### config.mk
export PLATFORM = sky130hd
export DESIGN_NAME = id_ex_pipe_reg_flat
export DESIGN_NICKNAME = d
export VERILOG_FILES = /design/src/rtl/id_ex_pkg.sv /design/src/rtl/id_ex_pipe_reg_if.sv /design/src/rtl/id_ex_skid_buf.sv /design/src/rtl/id_ex_pipe_reg.sv /design/src/flat_wrapper.sv
export SDC_FILE = /design/constraint.sdc
export NUM_CORES = 1
export LEC_CHECK = 0
export ABC_AREA = 1
export ABC_CLOCK_PERIOD_IN_PS = 2900
export BUFFER_PORTS_ARGS = -buffer_cell sky130_fd_sc_hd__buf_2
export CAP_MARGIN = 20
export CORE_MARGIN = 8
export CORE_UTILIZATION = 54
export DETAILED_ROUTE_END_ITERATION = 16
export GPL_TIMING_DRIVEN = 0
export PLACE_DENSITY_LB_ADDON = 0.3
export SLEW_MARGIN = 20
export SYNTH_ARGS = -nofsm -noshare
export SYNTH_HDL_FRONTEND = slang
export SYNTH_SLANG_ARGS = --single-unit
### constraint.sdc
create_clock -name clk_i -period 2.9 [get_ports clk_i]
set_clock_uncertainty 0.2 [all_clocks]
set_input_delay 0.145 -clock clk_i [delete_from_list [all_inputs] [get_ports clk_i]]
set_output_delay 0.145 -clock clk_i [all_outputs]
set_load 0.005 [all_outputs]
### src/rtl/id_ex_pkg.sv
// Shared definitions for the ID/EX pipeline register: width defaults,
// ctrl_ex bit positions and the payload bundle carried through the stage.
package id_ex_pkg;

  localparam int unsigned DEF_DATA_W  = 32;
  localparam int unsigned DEF_REG_W   = 5;

  localparam int unsigned REG_DST_BIT = 0;
  localparam int unsigned ALU_OP_LSB  = 1;
  localparam int unsigned ALU_SRC_BIT = 3;

  typedef struct packed {
    logic [DEF_REG_W-1:0]  rs_idx;
    logic [DEF_REG_W-1:0]  rt_idx;
    logic [DEF_REG_W-1:0]  rd_idx;
    logic [DEF_DATA_W-1:0] imm;
    logic [DEF_DATA_W-1:0] rs_data;
    logic [DEF_DATA_W-1:0] rt_data;
    logic [1:0]            ctrl_wb;
    logic [1:0]            ctrl_m;
    logic [3:0]            ctrl_ex;
  } id_ex_payload_t;

endpackage

### src/rtl/id_ex_pipe_reg_if.sv
// ID/EX stage bus: ID-side handshake and payload, EX-side handshake,
// registered payload, decoded EX control and bubble counter.
interface id_ex_pipe_reg_if #(
  parameter int unsigned DATA_W = 32,
  parameter int unsigned REG_W  = 5,
  parameter int unsigned CNT_W  = 16
);
  logic              in_valid_i;
  logic              in_ready_o;
  logic [REG_W-1:0]  rs_idx_i, rt_idx_i, rd_idx_i;
  logic [DATA_W-1:0] imm_i, rs_data_i, rt_data_i;
  logic [1:0]        ctrl_wb_i, ctrl_m_i;
  logic [3:0]        ctrl_ex_i;

  logic              out_valid_o;
  logic              out_ready_i;
  logic [REG_W-1:0]  rs_idx_o, rt_idx_o, rd_idx_o;
  logic [DATA_W-1:0] imm_o, rs_data_o, rt_data_o;
  logic [1:0]        ctrl_wb_o, ctrl_m_o;
  logic              reg_dst_o;
  logic [1:0]        alu_op_o;
  logic              alu_src_o;
  logic [CNT_W-1:0]  bubble_cnt_o;

  modport slave (
    input  in_valid_i, rs_idx_i, rt_idx_i, rd_idx_i, imm_i, rs_data_i,
           rt_data_i, ctrl_wb_i, ctrl_m_i, ctrl_ex_i, out_ready_i,
    output in_ready_o, out_valid_o, rs_idx_o, rt_idx_o, rd_idx_o, imm_o,
           rs_data_o, rt_data_o, ctrl_wb_o, ctrl_m_o, reg_dst_o, alu_op_o,
           alu_src_o, bubble_cnt_o
  );

  modport master (
    output in_valid_i, rs_idx_i, rt_idx_i, rd_idx_i, imm_i, rs_data_i,
           rt_data_i, ctrl_wb_i, ctrl_m_i, ctrl_ex_i, out_ready_i,
    input  in_ready_o, out_valid_o, rs_idx_o, rt_idx_o, rd_idx_o, imm_o,
           rs_data_o, rt_data_o, ctrl_wb_o, ctrl_m_o, reg_dst_o, alu_op_o,
           alu_src_o, bubble_cnt_o
  );
endinterface

### src/rtl/id_ex_skid_buf.sv
// Single-entry skid buffer for the ID/EX stage; ready_o is registered so the
// ID-side ready does not depend combinationally on the EX-side ready.
module id_ex_skid_buf
  import id_ex_pkg::*;
(
  input  logic           clk_i,
  input  logic           rst_n_i,
  input  logic           flush_i,
  input  logic           push_i,
  input  logic           pop_i,
  input  id_ex_payload_t data_i,
  output logic           valid_o,
  output logic           ready_o,
  output id_ex_payload_t data_o
);

  logic           valid_q, valid_d;
  logic           ready_q;
  id_ex_payload_t data_q, data_d;

  always_comb begin
    valid_d = valid_q;
    data_d  = data_q;
    if (flush_i) begin
      valid_d = 1'b0;
    end else if (push_i) begin
      valid_d = 1'b1;
      data_d  = data_i;
    end else if (pop_i) begin
      valid_d = 1'b0;
    end
  end

  always_ff @(posedge clk_i or negedge rst_n_i) begin
    if (!rst_n_i) begin
      valid_q <= 1'b0;
      ready_q <= 1'b1;
      data_q  <= '0;
    end else begin
      valid_q <= valid_d;
      ready_q <= !valid_d;
      data_q  <= data_d;
    end
  end

  assign valid_o = valid_q;
  assign ready_o = ready_q;
  assign data_o  = data_q;

endmodule

### src/rtl/id_ex_pipe_reg.sv
// ID/EX pipeline register with valid/ready handshake, flush, EX control
// decode and saturating bubble counter. Define ID_EX_SKID_EN for a skid entry.
module id_ex_pipe_reg
  import id_ex_pkg::*;
#(
  parameter int unsigned DATA_W = DEF_DATA_W,
  parameter int unsigned REG_W  = DEF_REG_W,
  parameter int unsigned CNT_W  = 16
) (
  input  logic                clk_i,
  input  logic                rst_n_i,
  input  logic                flush_i,
  id_ex_pipe_reg_if.slave     bus
);

  id_ex_payload_t   in_pl, out_q, out_d;
  logic             out_valid_q, out_valid_d;
  logic [CNT_W-1:0] bubble_q, bubble_d;
  logic             out_free, accept;

  assign in_pl = '{
    rs_idx:  DEF_REG_W'(bus.rs_idx_i),
    rt_idx:  DEF_REG_W'(bus.rt_idx_i),
    rd_idx:  DEF_REG_W'(bus.rd_idx_i),
    imm:     DEF_DATA_W'(bus.imm_i),
    rs_data: DEF_DATA_W'(bus.rs_data_i),
    rt_data: DEF_DATA_W'(bus.rt_data_i),
    ctrl_wb: bus.ctrl_wb_i,
    ctrl_m:  bus.ctrl_m_i,
    ctrl_ex: bus.ctrl_ex_i
  };

  assign out_free = !out_valid_q || bus.out_ready_i;

`ifdef ID_EX_SKID_EN
  logic           skid_valid, skid_ready, skid_push, skid_pop;
  id_ex_payload_t skid_pl;

  // Skid ready is registered and equals "skid empty", so an accept can never
  // coincide with a pending skid entry; the output register always drains skid first.
  assign accept    = bus.in_valid_i && skid_ready;
  assign skid_push = accept && !out_free;
  assign skid_pop  = out_free && skid_valid;
  assign bus.in_ready_o = skid_ready;

  id_ex_skid_buf u_skid (
    .clk_i   (clk_i),
    .rst_n_i (rst_n_i),
    .flush_i (flush_i),
    .push_i  (skid_push),
    .pop_i   (skid_pop),
    .data_i  (in_pl),
    .valid_o (skid_valid),
    .ready_o (skid_ready),
    .data_o  (skid_pl)
  );

  always_comb begin
    out_valid_d = out_valid_q;
    out_d       = out_q;
    if (flush_i) begin
      out_valid_d = 1'b0;
    end else if (out_free) begin
      if (skid_valid) begin
        out_valid_d = 1'b1;
        out_d       = skid_pl;
      end else if (accept) begin
        out_valid_d = 1'b1;
        out_d       = in_pl;
      end else begin
        out_valid_d = 1'b0;
      end
    end
  end
`else
  assign accept         = bus.in_valid_i && out_free;
  assign bus.in_ready_o = out_free;

  always_comb begin
    out_valid_d = out_valid_q;
    out_d       = out_q;
    if (flush_i) begin
      out_valid_d = 1'b0;
    end else if (accept) begin
      out_valid_d = 1'b1;
      out_d       = in_pl;
    end else if (out_free) begin
      out_valid_d = 1'b0;
    end
  end
`endif

  always_comb begin
    bubble_d = bubble_q;
    if (!out_valid_q && bus.out_ready_i && bubble_q != '1) begin
      bubble_d = bubble_q + 1'b1;
    end
  end

  always_ff @(posedge clk_i or negedge rst_n_i) begin
    if (!rst_n_i) begin
      out_valid_q <= 1'b0;
      out_q       <= '0;
      bubble_q    <= '0;
    end else begin
      out_valid_q <= out_valid_d;
      out_q       <= out_d;
      bubble_q    <= bubble_d;
    end
  end

  assign bus.out_valid_o  = out_valid_q;
  assign bus.rs_idx_o     = REG_W'(out_q.rs_idx);
  assign bus.rt_idx_o     = REG_W'(out_q.rt_idx);
  assign bus.rd_idx_o     = REG_W'(out_q.rd_idx);
  assign bus.imm_o        = DATA_W'(out_q.imm);
  assign bus.rs_data_o    = DATA_W'(out_q.rs_data);
  assign bus.rt_data_o    = DATA_W'(out_q.rt_data);
  assign bus.bubble_cnt_o = bubble_q;

  // Control leaving the stage is gated so an empty slot is a true no-op in EX.
  assign bus.ctrl_wb_o = out_valid_q ? out_q.ctrl_wb : '0;
  assign bus.ctrl_m_o  = out_valid_q ? out_q.ctrl_m  : '0;
  assign bus.reg_dst_o = out_valid_q && out_q.ctrl_ex[REG_DST_BIT];
  assign bus.alu_op_o  = out_valid_q ? out_q.ctrl_ex[ALU_OP_LSB +: 2] : '0;
  assign bus.alu_src_o = out_valid_q && out_q.ctrl_ex[ALU_SRC_BIT];

endmodule
### src/flat_wrapper.sv
// flat-port wrapper written by rule: the top's interface ports become plain ports
module id_ex_pipe_reg_flat import id_ex_pkg::*;
#(
  parameter int unsigned DATA_W = DEF_DATA_W,
  parameter int unsigned REG_W  = DEF_REG_W,
  parameter int unsigned CNT_W  = 16
)
  (clk_i, rst_n_i, flush_i, bus_in_valid_i, bus_rs_idx_i, bus_rt_idx_i, bus_rd_idx_i, bus_imm_i, bus_rs_data_i, bus_rt_data_i, bus_ctrl_wb_i, bus_ctrl_m_i, bus_ctrl_ex_i, bus_out_ready_i, bus_in_ready_o, bus_out_valid_o, bus_rs_idx_o, bus_rt_idx_o, bus_rd_idx_o, bus_imm_o, bus_rs_data_o, bus_rt_data_o, bus_ctrl_wb_o, bus_ctrl_m_o, bus_reg_dst_o, bus_alu_op_o, bus_alu_src_o, bus_bubble_cnt_o);
  id_ex_pipe_reg_if #(.DATA_W(DATA_W), .REG_W(REG_W), .CNT_W(CNT_W)) bus_i ();
  input  logic clk_i;
  input  logic rst_n_i;
  input  logic flush_i;
  input wire logic [$bits(bus_i.in_valid_i)-1:0] bus_in_valid_i;
  input wire logic [$bits(bus_i.rs_idx_i)-1:0] bus_rs_idx_i;
  input wire logic [$bits(bus_i.rt_idx_i)-1:0] bus_rt_idx_i;
  input wire logic [$bits(bus_i.rd_idx_i)-1:0] bus_rd_idx_i;
  input wire logic [$bits(bus_i.imm_i)-1:0] bus_imm_i;
  input wire logic [$bits(bus_i.rs_data_i)-1:0] bus_rs_data_i;
  input wire logic [$bits(bus_i.rt_data_i)-1:0] bus_rt_data_i;
  input wire logic [$bits(bus_i.ctrl_wb_i)-1:0] bus_ctrl_wb_i;
  input wire logic [$bits(bus_i.ctrl_m_i)-1:0] bus_ctrl_m_i;
  input wire logic [$bits(bus_i.ctrl_ex_i)-1:0] bus_ctrl_ex_i;
  input wire logic [$bits(bus_i.out_ready_i)-1:0] bus_out_ready_i;
  output wire logic [$bits(bus_i.in_ready_o)-1:0] bus_in_ready_o;
  output wire logic [$bits(bus_i.out_valid_o)-1:0] bus_out_valid_o;
  output wire logic [$bits(bus_i.rs_idx_o)-1:0] bus_rs_idx_o;
  output wire logic [$bits(bus_i.rt_idx_o)-1:0] bus_rt_idx_o;
  output wire logic [$bits(bus_i.rd_idx_o)-1:0] bus_rd_idx_o;
  output wire logic [$bits(bus_i.imm_o)-1:0] bus_imm_o;
  output wire logic [$bits(bus_i.rs_data_o)-1:0] bus_rs_data_o;
  output wire logic [$bits(bus_i.rt_data_o)-1:0] bus_rt_data_o;
  output wire logic [$bits(bus_i.ctrl_wb_o)-1:0] bus_ctrl_wb_o;
  output wire logic [$bits(bus_i.ctrl_m_o)-1:0] bus_ctrl_m_o;
  output wire logic [$bits(bus_i.reg_dst_o)-1:0] bus_reg_dst_o;
  output wire logic [$bits(bus_i.alu_op_o)-1:0] bus_alu_op_o;
  output wire logic [$bits(bus_i.alu_src_o)-1:0] bus_alu_src_o;
  output wire logic [$bits(bus_i.bubble_cnt_o)-1:0] bus_bubble_cnt_o;
  assign bus_i.in_valid_i = bus_in_valid_i;
  assign bus_i.rs_idx_i = bus_rs_idx_i;
  assign bus_i.rt_idx_i = bus_rt_idx_i;
  assign bus_i.rd_idx_i = bus_rd_idx_i;
  assign bus_i.imm_i = bus_imm_i;
  assign bus_i.rs_data_i = bus_rs_data_i;
  assign bus_i.rt_data_i = bus_rt_data_i;
  assign bus_i.ctrl_wb_i = bus_ctrl_wb_i;
  assign bus_i.ctrl_m_i = bus_ctrl_m_i;
  assign bus_i.ctrl_ex_i = bus_ctrl_ex_i;
  assign bus_i.out_ready_i = bus_out_ready_i;
  assign bus_in_ready_o = bus_i.in_ready_o;
  assign bus_out_valid_o = bus_i.out_valid_o;
  assign bus_rs_idx_o = bus_i.rs_idx_o;
  assign bus_rt_idx_o = bus_i.rt_idx_o;
  assign bus_rd_idx_o = bus_i.rd_idx_o;
  assign bus_imm_o = bus_i.imm_o;
  assign bus_rs_data_o = bus_i.rs_data_o;
  assign bus_rt_data_o = bus_i.rt_data_o;
  assign bus_ctrl_wb_o = bus_i.ctrl_wb_o;
  assign bus_ctrl_m_o = bus_i.ctrl_m_o;
  assign bus_reg_dst_o = bus_i.reg_dst_o;
  assign bus_alu_op_o = bus_i.alu_op_o;
  assign bus_alu_src_o = bus_i.alu_src_o;
  assign bus_bubble_cnt_o = bus_i.bubble_cnt_o;
  id_ex_pipe_reg #(.DATA_W(DATA_W), .REG_W(REG_W), .CNT_W(CNT_W)) u_core (.clk_i(clk_i), .rst_n_i(rst_n_i), .flush_i(flush_i), .bus(bus_i));
endmodule
==> summary.md <==
| Metric | Value |
|---|---|
| Clk buf depth | 2 |
| Synth cell types | 24 |
| Worst-path clk slew | 0.06 ns |
| Required @ worst endpoint | 3.00 ns |
| Post-Syn Nets | 663 |
| Synth area leader | dfrtp_1 |
| Gpl congestion | 0.803 |
| Ports | 261 |
| Fmax | 0.519 GHz |
| RSZ-0062 raised after global routing | false |
| Period minus WS final | 1.93 ns |
| Synth area leaders | dfrtp_1 (49%), mux2_4 (22%), buf_4 (12%) |
| Status | completed |
| GR Overflow Total | 0 |
| Slew @ Worst Pin | 0.445 ns |
| Layout fillers | 678 |
| Area Overhead vs Synth | 49.6% |
| Starting DRT DRC Count | 364 |
| Critical Path Source Type | flop |
| Final antenna-violating net count | 0 |
| Clk sink count | 136 |
| CTS Buf Count | 17 |
| Sequential cell area fraction in the yosys report | 49.4% |
| Vias in the first global route | 6209 |
| Synth async-reset ratio | 100% |
| Setup violations, final | 0 |
| Root Driver | clkbuf_16 |
| DR WL/cell | 19.6 µm |
| Non-Filler Instances | 1128 |
| H-tree Lvls | 4 |
| Initial antenna violation count | 2 |
| WP data arrival | 2.03 ns |
| Chip Height | 129 µm |
| PortBufs | 260 |
| Rows | 41 |
| Layout net count | 1066 |
| Max Cap Violations | 0 |
| Leakage | 5.61 nW |
| Fin. max-slew vios | 0 |
| Remaining DRCs | 0 |
| Mapped cell area | 6890 µm² |
| Final Total Pwr | 0.00647 W |
| CTS tree | built |
| Warning count from the yosys run | 0 |
| Total GRT Usage | 27.1% |
| Number of instances in the placed design | 971 |
| Number of vias per cell | 4.81 |
| Clock Latency Late Sink | 0.42 ns |
| DIE WIDTH | 129 µm |
| DP HPWL | 12.8 mm |
| Synth Flop Type | dfrtp_1 |
| Hold Path Class | in2async |
| Global-route wire length before repair | 33.9 mm |
| Post-synthesis register bit count | 136 |
| Total number of vias | 5427 |
| 1st-pass router iterations | 7 |
| Core region area | 12500 µm² |
| Post-synth top cells | dfrtp_1 (136), buf_4 (111), mux2_4 (100), nand2_1 (84), inv_1 (24) |
| Total wire length | 22.1 mm |
| Syn avg cell area | 12.8 µm² |
| Max_slew headroom | 70.3% |
| Endpoint class of the critical path | flop |
| Final period util | 66.4% |
| Pwr dens | 628 nW/µm² |
| Post_cts resized | 0 |
| Die area | 16600 µm² |
| Share of the synthesized area in the top cell type | 49.4% |
| EDFF count, synth | 0 |
| Hold Violations, Final | 0 |
| Worst Path Class, Setup | reg2reg |
| Starting density of the core | 55.0% |
| Pin count of the biggest net entering global routing | 90 |
| Share of post-route cells with drive strength above 1 | 57.5% |
| Count leader, synth | dfrtp_1 |
| VDD IR max | 0.384 mV |
| Gate Count Post-Synth | 538 |
| CP max FO | 10 |
report_power, final:
group | switching [W] | leakage [nW] | internal, W
Sequential | 0.000248 | 1.63 | 0.00222
Combinational | 0.000595 | 3.67 | 0.00111
Clock | 0.000809 | 0.309 | 0.00149
cells in the final DEF (no fill, tap or decap), types with 2 or more instances in the layout:
cell           count
clkbuf_16         17
clkbuf_8           6
bufinv_16          3
buf_6              5
nand3b_1           2
buf_8             12
nand3_1            8
mux2_2            19
mux2_4           100
nor2_2             5
nand2_1           84
inv_1             24
buf_2            259
nand2_4            2
diode_2            2
xor2_1             3
nand4_1            4
dlygate4sd3_1    123
clkbuf_1           2
dfrtp_1          136
nor2_1            13
clkinv_2           3
buf_4            111
xnor2_1            3
state kept, by name, summed over array words and instances (netlist names):
signal	flops
u_core.bus.imm_o	32
u_core.bus.rs_data_o	32
u_core.bus.rt_data_o	32
u_core.bus.bubble_cnt_o	16
u_core.out_q	8
u_core.bus.rd_idx_o	5
u_core.bus.rs_idx_o	5
u_core.bus.rt_idx_o	5
u_core.bus.out_valid_o	1
worst paths after layout:
path,startpoint,to,slack (ns),depth (start not counted)
setup / recovery,u_core.bus.bubble_cnt_o[0]$_DFFE_PN0P_,u_core.bus.bubble_cnt_o[10]$_DFFE_PN0P_,0.97,9
hold / removal,rst_n_i,u_core.bus.rs_data_o[0]$_DFFE_PN0P_,0.07,2
setup reg to reg,u_core.bus.bubble_cnt_o[0]$_DFFE_PN0P_,u_core.bus.bubble_cnt_o[10]$_DFFE_PN0P_,0.97,9
hold reg to reg,u_core.out_q[1]$_DFFE_PN0P_,u_core.out_q[1]$_DFFE_PN0P_,0.31,1
max in group asynchronous,rst_n_i,u_core.bus.imm_o[27]$_DFFE_PN0P_,1.66,3
min in group clk_i,bus_in_valid_i,u_core.out_q[1]$_DFFE_PN0P_,0.19,6
stage by stage:
step	setup WS [ns]	setup TNS, ns	hold WS [ns]	area (µm²)	utilization (%)
after floorplan	1.25	0	-0.351	6890	-
after global placement	-0.323	-41.96	0.125	8410	67.2
after detailed placement	1.04	0	-0.124	8440	67.5
after CTS	1.01	0	0.00986	10300	82.3
after global routing	0.890	0	0.0773	10300	82.3
final	0.974	0	0.0670	10300	82.3
per-layer routing:
layer | part of all wire, % | track usage (%) | vias to the layer above
li1 | - | - | 2441
met1 | 36 | 27.4 | 2695
met2 | 54 | 49.5 | 233
met3 | 6.4 | 7.90 | 58
met4 | 3.4 | 13.9 | 0
met5 | 0 | 0 | -
area by class of cell:
cell class | instances | area [µm²] | share of cell area [%]
Tap cell | 172 | 215 | 2.09
Buffer | 127 | 1050 | 10.2
Clock inverter | 7 | 113 | 1.09
Sequential cell | 136 | 3400 | 33.0
Timing Repair Buffer | 384 | 2570 | 24.9
Multi-Input combinational cell | 250 | 2340 | 22.7
Clock buffer | 25 | 515 | 5.00
Inverter | 25 | 93.8 | 0.910
Antenna cell | 2 | 5.00 | 0.0486
critical path, stage by stage, from the launching register on:
cell     delay [ns]
dfrtp_1        0.45
ha_1           0.24
nand3_2        0.16
inv_2          0.16
nand2_1        0.10
nor2_2         0.14
nor2_2         0.08
buf_6          0.14
nand2_1        0.07
nand2_1        0.06
logic make-up (layout without fill, tap and decap cells):
kind of cell | count (synthesis) | count (layout) | synth area share, %
AOI/OAI and AO/OA | 2 | 2 | 0.145
adders and majority gates | 1 | 1 | 0.182
xor gates and xnor gates | 6 | 6 | 0.763
other | 0 | 2 | 0
buffers and inverters | 152 | 568 | 16.7
DFF | 136 | 136 | 49.4
and+or+nand+nor | 122 | 122 | 7.94
muxes | 119 | 119 | 24.9
timing repair:
item | CTS | global route
endpoints found under the hold margin | 260 | 0
endpoints found under the setup margin | 0 | 0
hold buffers | 123 | 0
buffers inserted | 0 | 0
Power figures use the tool's default switching activity.
